**src/rtl/pipe_ctrl_unit_if.sv**
```systemverilog
// rtl/pipe_ctrl_unit_if.sv - ID-stage inputs and pipeline-control outputs of pipe_ctrl_unit
interface pipe_ctrl_unit_if #(
  parameter int SIG_W = 12,
  parameter int REG_W = 5
);
  logic             id_valid;
  logic [SIG_W-1:0] id_sig;
  logic [REG_W-1:0] id_rs;
  logic [REG_W-1:0] id_rt;
  logic [REG_W-1:0] id_rd;
  logic             ex_zero;
  logic [SIG_W-1:0] ex_sig;
  logic [SIG_W-1:0] mem_sig;
  logic [SIG_W-1:0] wb_sig;
  logic [REG_W-1:0] ex_rs;
  logic [REG_W-1:0] ex_rt;
  logic [REG_W-1:0] mem_dst;
  logic [REG_W-1:0] wb_dst;
  logic             stall;
  logic             flush_ifid;
  logic [1:0]       pc_sel;
  logic [1:0]       fwd_a;
  logic [1:0]       fwd_b;

  modport master (
    output id_valid, id_sig, id_rs, id_rt, id_rd, ex_zero,
    input  ex_sig, mem_sig, wb_sig, ex_rs, ex_rt, mem_dst, wb_dst,
    input  stall, flush_ifid, pc_sel, fwd_a, fwd_b
  );

  modport slave (
    input  id_valid, id_sig, id_rs, id_rt, id_rd, ex_zero,
    output ex_sig, mem_sig, wb_sig, ex_rs, ex_rt, mem_dst, wb_dst,
    output stall, flush_ifid, pc_sel, fwd_a, fwd_b
  );
endinterface

```
**src/rtl/pipe_ctrl_unit.sv**
```systemverilog
// rtl/pipe_ctrl_unit.sv - MIPS pipeline control: stage bundles, hazard stall, forwarding, redirects
module pipe_ctrl_unit #(
  parameter int SIG_W = 12,
  parameter int REG_W = 5
) (
  input  logic           clk,
  input  logic           rst_n,
  pipe_ctrl_unit_if.slave bus
);

  localparam int B_INVBR   = 10;
  localparam int B_REGDST  = 8;
  localparam int B_MEM2REG = 6;
  localparam int B_WREG    = 5;
  localparam int B_MEMWR   = 4;
  localparam int B_BRANCH  = 3;
  localparam int B_JUMP    = 0;

  logic [SIG_W-1:0] ex_sig_q, ex_sig_d;
  logic [SIG_W-1:0] mem_sig_q, mem_sig_d;
  logic [SIG_W-1:0] wb_sig_q, wb_sig_d;
  logic [REG_W-1:0] ex_rs_q, ex_rs_d;
  logic [REG_W-1:0] ex_rt_q, ex_rt_d;
  logic [REG_W-1:0] ex_dst_q, ex_dst_d;
  logic [REG_W-1:0] mem_dst_q, mem_dst_d;
  logic [REG_W-1:0] wb_dst_q, wb_dst_d;

  logic             uses_rs, uses_rt, load_use, br_taken, id_jump;
  logic [REG_W-1:0] id_dst;
  logic             stall, flush_ifid;
  logic [1:0]       pc_sel, fwd_a, fwd_b;

  always_comb begin
    uses_rs  = bus.id_valid & ~bus.id_sig[B_JUMP];
    uses_rt  = bus.id_valid & (bus.id_sig[B_REGDST] | bus.id_sig[B_MEMWR] | bus.id_sig[B_BRANCH]);
    id_dst   = bus.id_sig[B_REGDST] ? bus.id_rd : bus.id_rt;
    id_jump  = bus.id_valid & bus.id_sig[B_JUMP];
    load_use = ex_sig_q[B_MEM2REG] & (ex_dst_q != '0) &
               ((uses_rs & (ex_dst_q == bus.id_rs)) | (uses_rt & (ex_dst_q == bus.id_rt)));
    br_taken = ex_sig_q[B_BRANCH] & (bus.ex_zero ^ ex_sig_q[B_INVBR]);

    stall      = 1'b0;
    flush_ifid = 1'b0;
    pc_sel     = 2'b00;
    ex_sig_d   = '0;
    ex_rs_d    = '0;
    ex_rt_d    = '0;
    ex_dst_d   = '0;

    // A taken branch squashes whatever sits in ID, so it outranks the stall and the jump
    if (br_taken) begin
      pc_sel     = 2'b01;
      flush_ifid = 1'b1;
    end else if (load_use) begin
      stall = 1'b1;
    end else begin
      if (id_jump) begin
        pc_sel     = 2'b10;
        flush_ifid = 1'b1;
      end
      if (bus.id_valid) begin
        ex_sig_d = bus.id_sig;
        ex_rs_d  = bus.id_rs;
        ex_rt_d  = bus.id_rt;
        ex_dst_d = id_dst;
      end
    end

    mem_sig_d = ex_sig_q;
    mem_dst_d = ex_dst_q;
    wb_sig_d  = mem_sig_q;
    wb_dst_d  = mem_dst_q;
  end

  // EX/MEM result is newer than MEM/WB, so it is checked first; r0 never forwards
  always_comb begin
    fwd_a = 2'b00;
    fwd_b = 2'b00;
    if (mem_sig_q[B_WREG] && (mem_dst_q != '0) && (mem_dst_q == ex_rs_q)) begin
      fwd_a = 2'b01;
    end else if (wb_sig_q[B_WREG] && (wb_dst_q != '0) && (wb_dst_q == ex_rs_q)) begin
      fwd_a = 2'b10;
    end
    if (mem_sig_q[B_WREG] && (mem_dst_q != '0) && (mem_dst_q == ex_rt_q)) begin
      fwd_b = 2'b01;
    end else if (wb_sig_q[B_WREG] && (wb_dst_q != '0) && (wb_dst_q == ex_rt_q)) begin
      fwd_b = 2'b10;
    end
  end

  always_ff @(posedge clk or negedge rst_n) begin
    if (!rst_n) begin
      ex_sig_q  <= '0;
      mem_sig_q <= '0;
      wb_sig_q  <= '0;
      ex_rs_q   <= '0;
      ex_rt_q   <= '0;
      ex_dst_q  <= '0;
      mem_dst_q <= '0;
      wb_dst_q  <= '0;
    end else begin
      ex_sig_q  <= ex_sig_d;
      mem_sig_q <= mem_sig_d;
      wb_sig_q  <= wb_sig_d;
      ex_rs_q   <= ex_rs_d;
      ex_rt_q   <= ex_rt_d;
      ex_dst_q  <= ex_dst_d;
      mem_dst_q <= mem_dst_d;
      wb_dst_q  <= wb_dst_d;
    end
  end

  assign bus.ex_sig     = ex_sig_q;
  assign bus.mem_sig    = mem_sig_q;
  assign bus.wb_sig     = wb_sig_q;
  assign bus.ex_rs      = ex_rs_q;
  assign bus.ex_rt      = ex_rt_q;
  assign bus.mem_dst    = mem_dst_q;
  assign bus.wb_dst     = wb_dst_q;
  assign bus.stall      = stall;
  assign bus.flush_ifid = flush_ifid;
  assign bus.pc_sel     = pc_sel;
  assign bus.fwd_a      = fwd_a;
  assign bus.fwd_b      = fwd_b;

endmodule

```
**src/flat_wrapper.sv**
```systemverilog
// flat-port wrapper written by rule: the top's interface ports become plain ports
module pipe_ctrl_unit_flat 
#(
  parameter int SIG_W = 12,
  parameter int REG_W = 5
)
  (clk, rst_n, bus_id_valid, bus_id_sig, bus_id_rs, bus_id_rt, bus_id_rd, bus_ex_zero, bus_ex_sig, bus_mem_sig, bus_wb_sig, bus_ex_rs, bus_ex_rt, bus_mem_dst, bus_wb_dst, bus_stall, bus_flush_ifid, bus_pc_sel, bus_fwd_a, bus_fwd_b);
  pipe_ctrl_unit_if #(.SIG_W(SIG_W), .REG_W(REG_W)) bus_i ();
  input  logic clk;
  input  logic rst_n;
  input wire logic [$bits(bus_i.id_valid)-1:0] bus_id_valid;
  input wire logic [$bits(bus_i.id_sig)-1:0] bus_id_sig;
  input wire logic [$bits(bus_i.id_rs)-1:0] bus_id_rs;
  input wire logic [$bits(bus_i.id_rt)-1:0] bus_id_rt;
  input wire logic [$bits(bus_i.id_rd)-1:0] bus_id_rd;
  input wire logic [$bits(bus_i.ex_zero)-1:0] bus_ex_zero;
  output wire logic [$bits(bus_i.ex_sig)-1:0] bus_ex_sig;
  output wire logic [$bits(bus_i.mem_sig)-1:0] bus_mem_sig;
  output wire logic [$bits(bus_i.wb_sig)-1:0] bus_wb_sig;
  output wire logic [$bits(bus_i.ex_rs)-1:0] bus_ex_rs;
  output wire logic [$bits(bus_i.ex_rt)-1:0] bus_ex_rt;
  output wire logic [$bits(bus_i.mem_dst)-1:0] bus_mem_dst;
  output wire logic [$bits(bus_i.wb_dst)-1:0] bus_wb_dst;
  output wire logic [$bits(bus_i.stall)-1:0] bus_stall;
  output wire logic [$bits(bus_i.flush_ifid)-1:0] bus_flush_ifid;
  output wire logic [$bits(bus_i.pc_sel)-1:0] bus_pc_sel;
  output wire logic [$bits(bus_i.fwd_a)-1:0] bus_fwd_a;
  output wire logic [$bits(bus_i.fwd_b)-1:0] bus_fwd_b;
  assign bus_i.id_valid = bus_id_valid;
  assign bus_i.id_sig = bus_id_sig;
  assign bus_i.id_rs = bus_id_rs;
  assign bus_i.id_rt = bus_id_rt;
  assign bus_i.id_rd = bus_id_rd;
  assign bus_i.ex_zero = bus_ex_zero;
  assign bus_ex_sig = bus_i.ex_sig;
  assign bus_mem_sig = bus_i.mem_sig;
  assign bus_wb_sig = bus_i.wb_sig;
  assign bus_ex_rs = bus_i.ex_rs;
  assign bus_ex_rt = bus_i.ex_rt;
  assign bus_mem_dst = bus_i.mem_dst;
  assign bus_wb_dst = bus_i.wb_dst;
  assign bus_stall = bus_i.stall;
  assign bus_flush_ifid = bus_i.flush_ifid;
  assign bus_pc_sel = bus_i.pc_sel;
  assign bus_fwd_a = bus_i.fwd_a;
  assign bus_fwd_b = bus_i.fwd_b;
  pipe_ctrl_unit #(.SIG_W(SIG_W), .REG_W(REG_W)) u_core (.clk(clk), .rst_n(rst_n), .bus(bus_i));
endmodule
```
**config.mk**
```make
export PLATFORM = sky130hd
export DESIGN_NAME = pipe_ctrl_unit_flat
export DESIGN_NICKNAME = d
export VERILOG_FILES = /design/src/rtl/pipe_ctrl_unit_if.sv /design/src/rtl/pipe_ctrl_unit.sv /design/src/flat_wrapper.sv
export SDC_FILE = /design/constraint.sdc
export NUM_CORES = 1
export LEC_CHECK = 0
export BUFFER_PORTS_ARGS = -buffer_cell sky130_fd_sc_hd__buf_2
export CORE_ASPECT_RATIO = 1.25
export CORE_MARGIN = 1
export CORE_UTILIZATION = 51
export DETAILED_ROUTE_END_ITERATION = 10
export PLACE_DENSITY = 0.91
export SLEW_MARGIN = 40
export SYNTH_ARGS = -nofsm -noshare
export SYNTH_HDL_FRONTEND = slang
export SYNTH_SLANG_ARGS = --single-unit
```
**constraint.sdc**
```tcl
create_clock -name clk -period 6 [get_ports clk]
set_clock_uncertainty 0.2 [all_clocks]
set_input_delay 1.2 -clock clk [delete_from_list [all_inputs] [get_ports clk]]
set_output_delay 1.2 -clock clk [all_outputs]
set_load 0.01 [all_outputs]
```
==> impl_metrics.csv, run 1 <==
group,metric,value,unit
clocking,ctsResizeCount,0,
die,die-height,77.18,µm
synthesis,synthArstFlopShare,100.0,%
sta,finalCriticalPeriod,4.239,ns
synthesis,synth_cell_types,24,
clocking,clk_pin_slew,0.06,ns
placement,portBuffers,94,
power,peakVddDrop,220.0,µV
worst_setup_path,worstPathRequired,4.60,ns
sta,setup_violations,0,
global_route,antenna_found_initial,0,
die,fp.dieW,62.15,µm
placement,placed_area,2835,µm²
sta,fmax,0.2359,GHz
clocking,htreeDepth,3,
cells_and_area,nets,310,
detailed_routing,drt_first_pass_iters,4,
sta,worst_pin_slew,0.7209,ns
clocking,worst_skew_pair.late_latency,0.33,ns
detailed_routing,routed_wl,5061,µm
global_route,grt_pass1_wl,7928,µm
clocking,ctsHoldBuffers,0,
die,initial_core_util,52.91,%
worst_setup_path,crit_end,"bus_stall",
sta,max_slew_margin,51.94,%
worst_setup_path,crit_path_start,"bus_id_rs[2]",
detailed_routing,post_drt_via_cell_ratio,5.067,
placement,dp_hpwl,3652,µm
worst_setup_path,critPathKind,"in -> out",
power,power_density,307.6,nW/µm²
detailed_routing,vias,1728,
global_route,grt_overflow,0,
worst_setup_path,r2r_end,"u_core.bus.ex_rs[1]",
synthesis,ys.flop_type,"dfrtp_1",
detailed_routing,post-route-drc-count,0,
sta,hold_viol,0,
cells_and_area,drive_gt1_share,39.93,%
cells_and_area,final_cell_area,3029,µm²
worst_setup_path,r2r-start,"u_core.ex_dst_q[2]",
die,core_area,4358,µm²
die,boundaryPins,95,
sta,min_period_over_period,70.65,%
synthesis,ys_warn_count,0,
synthesis,synthTopCellsByArea,"dfrtp_1 66%, xor2_1 6.1%, xnor2_1 5.7%",
clocking,cts_num_sinks,61,
global_route,track_usage,22.63,%
worst_setup_path,r2r_slack,3.81,ns
power,p_leak,1.652,nW
placement,gp_congestion,0.8819,
worst_setup_path,crit_fanout,18,
cells_and_area,multi_input_area,733.2,µm²
synthesis,yosysMostFrequentCell,"dfrtp_1",
detailed_routing,ant_nets,0,
cells_and_area,areaGrowthSynthToFinish,31.36,%
synthesis,synth_seq_cells,61,
worst_setup_path,reg2reg_depth,5,
outcome,status,"completed",
detailed_routing,drtIter0Drc,68,
job,drv_cap,0,
die,die_area,4796,µm²
global_route,grt_max_degree,62,
synthesis,synthTopCellsByCount,"61 x dfrtp_1, 24 x nand2_1, 23 x a21oi_1",
clocking,post_cts_buffers,0,
synthesis,ys_seq_area_share,66.20,%
clocking,root_buffer,"clkbuf_8",
synthesis,syn_area,2306,µm²
worst_setup_path,crit_path_end_kind,"output port",
sta,finalMaxSlewViolations,0,
synthesis,syn_area_per_cell,12.67,µm²
synthesis,synth_top_area_share,66.20,%
cells_and_area,n_antenna_cell,0,
clocking,cts_tree,"done",
sta,rsz0062_at_grt,"false",
synthesis,synth_nets,213,
synthesis,synth.largest_area_cell,"dfrtp_1",
synthesis,synth_edf_count,0,
worst_setup_path,start_kind,"input port",
cells_and_area,fillers,330,
hold_path,hold_path.class,"reg -> reg",
sta,tns,0,ns
die,rows,27,
global_route,grt_pass1_vias,1678,
clocking,ctsLongestPathBuffers,2,
cells_and_area,layout.area.seq,1526,µm²
detailed_routing,wl_per_cell,14.84,µm
clocking,cts_buffers,9,
hold_path,holdCritStartpoint,"u_core.bus.ex_sig[2]",
synthesis,postSynthCellCount,182,
worst_setup_path,crit_arrival,2.84,ns
## cell families (layout without fill, tap and decap cells)
logic type,count (synthesis),in the layout,share of synthesized area (%)
flops,61,61,66.20
simple gates,38,38,8.139
compound gates,35,35,8.682
xor+xnor,31,31,11.77
buf+inv,12,113,3.038
mux,5,5,2.170
## where the power goes
group / leakage [nW] / switching [mW] / internal (mW) / total (mW)
logic: 0.761 / 0.0675 / 0.0521 / 0.120
clock network: 0.0968 / 0.138 / 0.213 / 0.351
registers: 0.794 / 0.0236 / 0.438 / 0.461
total: 1.65 / 0.229 / 0.703 / 0.932
## layout by cell type (no fill, tap or decap)
cell / Yosys / routed
inv_1: 1 / 1
o21a_2: 0 / 1
nand2_1: 24 / 24
nand3_1: 2 / 2
buf_2: 2 / 94
nor4_2: 1 / 1
mux2i_1: 5 / 5
clkbuf_1: 5 / 3
xor2_1: 16 / 16
buf_8: 0 / 1
xnor2_1: 15 / 15
o32ai_4: 0 / 1
clkbuf_8: 0 / 11
a31oi_1: 1 / 1
bufinv_16: 0 / 1
a21boi_2: 0 / 1
a21oi_1: 23 / 23
a211oi_1: 5 / 5
buf_4: 2 / 2
o21ai_1: 2 / 2
dfrtp_1: 61 / 61
nor4_1: 3 / 3
and3_1: 1 / 1
o31ai_1: 1 / 1
nand4_1: 2 / 2
or4_1: 5 / 5
## cell type report
class,instances,area share (%)
Multi-Input combinational cell,109,24.20
Sequential cell,61,50.39
Clock inverter,1,0.9913
Tap cell,58,2.396
Inverter,1,0.1239
Timing Repair Buffer,97,16.52
Clock buffer,14,5.370
## layer usage
| metal | track usage [%] | share of wire, % |
|---|---|---|
| met3 | 6.399 | 6.8 |
| met4 | 14.42 | 1.8 |
| met1 | 26.22 | 38 |
| met5 | 0 | 0 |
| met2 | 36.81 | 53 |
## worst max-delay path, stage by stage
cell     delay (ns)
buf_2          0.11
xnor2_1        0.21
nand4_1        0.21
o32ai_4        0.58
buf_8          0.24
and3_1         0.16
buf_2          0.13
## per-stage QoR
stage	hold slack (ns)	setup slack [ns]	total power [mW]	util [%]	std cells
detailed placement	0.1556	1.859	0.5881	65.06	326
global route	0.1736	1.690	0.9736	69.51	341
finish	0.1641	1.761	0.9316	69.51	341
global placement	0.1512	1.750	0.5812	64.71	325
CTS	0.1684	1.767	0.9413	69.48	341
floorplan	0.2160	2.267	0.5280	-	182
## state kept, by name, indices dropped and copies added, names as in the netlist
register and count:
u_core.ex_dst_q 5, u_core.bus.mem_sig 12, u_core.bus.wb_dst 5, u_core.bus.ex_sig 12, u_core.bus.ex_rt 5, u_core.bus.mem_dst 5, u_core.bus.ex_rs 5, u_core.bus.wb_sig 12
## how the worst min path moves through the flow
stage | to | cells after the start
after floorplan | u_core.bus.mem_sig[0] | 0
after global routing | u_core.bus.mem_sig[0] | 0
after global placement | u_core.bus.mem_sig[0] | 0
after detailed placement | u_core.bus.mem_sig[0] | 0
final | u_core.bus.mem_sig[2] | 0
after CTS | u_core.bus.mem_sig[0] | 0
(Power assumes the default switching activity.)
==> run 2, diff against run 1 <==
--- a/config.mk
+++ b/config.mk
@@ -8,9 +8,9 @@
 export BUFFER_PORTS_ARGS = -buffer_cell sky130_fd_sc_hd__buf_2
 export CORE_ASPECT_RATIO = 1.25
 export CORE_MARGIN = 1
-export CORE_UTILIZATION = 51
+export CORE_UTILIZATION = 43
 export DETAILED_ROUTE_END_ITERATION = 10
-export PLACE_DENSITY = 0.91
+export PLACE_DENSITY = 0.83
 export SLEW_MARGIN = 40
 export SYNTH_ARGS = -nofsm -noshare
 export SYNTH_HDL_FRONTEND = slang
==> constraint.sdc (replaced) <==
create_clock -name clk -period 3.6 [get_ports clk]
set_clock_uncertainty 0.2 [all_clocks]
set_input_delay 0.72 -clock clk [delete_from_list [all_inputs] [get_ports clk]]
set_output_delay 0.72 -clock clk [all_outputs]
set_load 0.01 [all_outputs]
==> impl_metrics.csv, run 2 (synthesis results as in run 1) <==
group,metric,value,unit
outcome,status,"completed",
sta,hold_viol,0,
die,core_area,5116,µm²
placement,pre_cts_slack,0.5742,ns
sta,max_slew_margin,60.81,%
clocking,htreeDepth,3,
hold_path,hold_end,"u_core.bus.wb_sig[10]",
power,p_clk_share,37.0,%
worst_setup_path,crit_fanout,17,
clocking,root_buffer,"clkbuf_8",
detailed_routing,post-route-drc-count,0,
detailed_routing,post_drt_via_cell_ratio,4.902,
power,power.total,1.537,mW
cells_and_area,areaGrowthSynthToFinish,31.69,%
clocking,clk_pin_slew,0.07,ns
worst_setup_path,crit_path_start,"u_core.ex_dst_q[0]",
worst_setup_path,critPathKind,"reg -> out",
worst_setup_path,r2r_end,"u_core.ex_dst_q[0]",
job,drv_cap,0,
detailed_routing,vias,1706,
worst_setup_path,slowest_stage,"or4_1",
worst_setup_path,crit_arrival,2.16,ns
clocking,cts_num_sinks,61,
hold_path,holdCritStartpoint,"u_core.bus.mem_sig[10]",
sta,finalMaxSlewViolations,0,
power,power_density,506.2,nW/µm²
detailed_routing,routed_wl,5073,µm
die,initial_core_util,45.07,%
sta,min_period_over_period,85.45,%
worst_setup_path,start_kind,"register",
clocking,worst_skew_pair.late_latency,0.32,ns
die,fp.dieW,67.50,µm
sta,tns,0,ns
sta,worst_pin_slew,0.5878,ns
worst_setup_path,r2r-start,"u_core.ex_dst_q[0]",
global_route,grt_overflow,0,
global_route,grt_max_degree,51,
hold_path,hold_depth,0,
die,rows,29,
detailed_routing,wl_per_cell,14.58,µm
cells_and_area,drive_gt1_share,40.91,%
worst_setup_path,cp_slowest_stage_delay,0.54,ns
placement,gp_congestion,0.8972,
die,die_area,5662,µm²
sta,rsz0062_at_grt,"false",
cells_and_area,nets,312,
die,boundaryPins,95,
detailed_routing,drtIter0Drc,72,
sta,finalCriticalPeriod,3.076,ns
worst_setup_path,crit_path_end_kind,"output port",
power,p_sw_share,26.33,%
power,p_sw,0.4047,mW
cells_and_area,post-route-util,59.35,%
sta,fmax,0.3251,GHz
clocking,ctsResizeCount,0,
global_route,grt_pass1_vias,1591,
clocking,cts_buffers,9,
worst_setup_path,cp_cell_sequence,"or4_1 -> o21a_1 -> a21oi_1 -> buf_2",
detailed_routing,ant_nets,0,
cells_and_area,layout_commonest_cell,"buf_2",
power,p_int,1.132,mW
worst_setup_path,r2r_slack,1.41,ns
detailed_routing,drt_first_pass_iters,4,
clocking,ctsLongestPathBuffers,2,
sta,setup_violations,0,
worst_setup_path,reg2reg_depth,4,
worst_setup_path,worstPathRequired,2.68,ns
placement,dp_hpwl,3913,µm
clocking,ctsHoldBuffers,0,
global_route,antenna_found_initial,0,
cells_and_area,n_antenna_cell,0,
power,p_leak,1.662,nW
power,pwr-share-seq,49.9,%
global_route,grt_pass1_wl,7755,µm
sta,worst_slack,0.5238,ns
placement,portBuffers,94,
cells_and_area,final_cell_mix,"93 x buf_2, 61 x dfrtp_1, 24 x nand2_1",
clocking,post_cts_buffers,0,
hold_path,hold_path.class,"reg -> reg",
power,peakVddDrop,254.1,µV
global_route,track_usage,19.00,%
clocking,cts_tree,"done",
die,die-height,83.88,µm
power,combPwrFrac,13.0,%
## run 2: final cells by class
class / count / area, µm²
Timing Repair Buffer: 99 / 510.5
Clock inverter: 7 / 66.31
Inverter: 1 / 3.754
Fill cell: 420 / 2079
Tap cell: 62 / 77.57
Sequential cell: 61 / 1526
Clock buffer: 9 / 123.9
Multi-Input combinational cell: 109 / 728.2
## run 2: stage by stage
stage	cell area (µm²)	hold WS (ns)	cells
6_report	3037	0.1694	348
5_1_grt	3037	0.1783	348
4_1_cts	3037	0.1669	348
3_5_place_dp	2846	0.1529	332
3_3_place_gp	2844	0.1518	332
2_1_floorplan	2306	0.2160	182
## run 2: how the worst max path moves through the flow
stage	to	slack (ns)	cells past startpoint
floorplan	bus_pc_sel[1]	0.83	6
global placement	bus_pc_sel[1]	0.63	6
detailed placement	bus_pc_sel[1]	0.57	6
CTS	bus_pc_sel[1]	0.50	4
global route	bus_pc_sel[1]	0.41	4
finish	bus_pc_sel[1]	0.52	4
## run 2: power groups by stage
stage | combinational, mW | sequential, mW | clock (mW)
floorplan | 0.0861 | 0.794 | 0
global placement | 0.196 | 0.778 | 0
detailed placement | 0.202 | 0.781 | 0
CTS | 0.203 | 0.768 | 0.582
global route | 0.221 | 0.773 | 0.607
finish | 0.200 | 0.768 | 0.569
## run 2: critical path: cells and delay by family (launching register included)
kind            cells  cell delay (ns)
compound gates      2             0.67
flops               1             0.45
buf+inv             1             0.17
simple gates        1             0.54
## run 2: routing by layer
metal | global-route usage (%) | vias to the layer above | share of wire (%) | wire, µm
li1 | - | 819 | - | -
met1 | 23.70 | 808 | 40 | 2046
met2 | 30.87 | 72 | 53 | 2670
met3 | 4.235 | 7 | 5.5 | 281
met4 | 8.124 | 0 | 1.5 | 74
met5 | 0 | - | 0 | 0
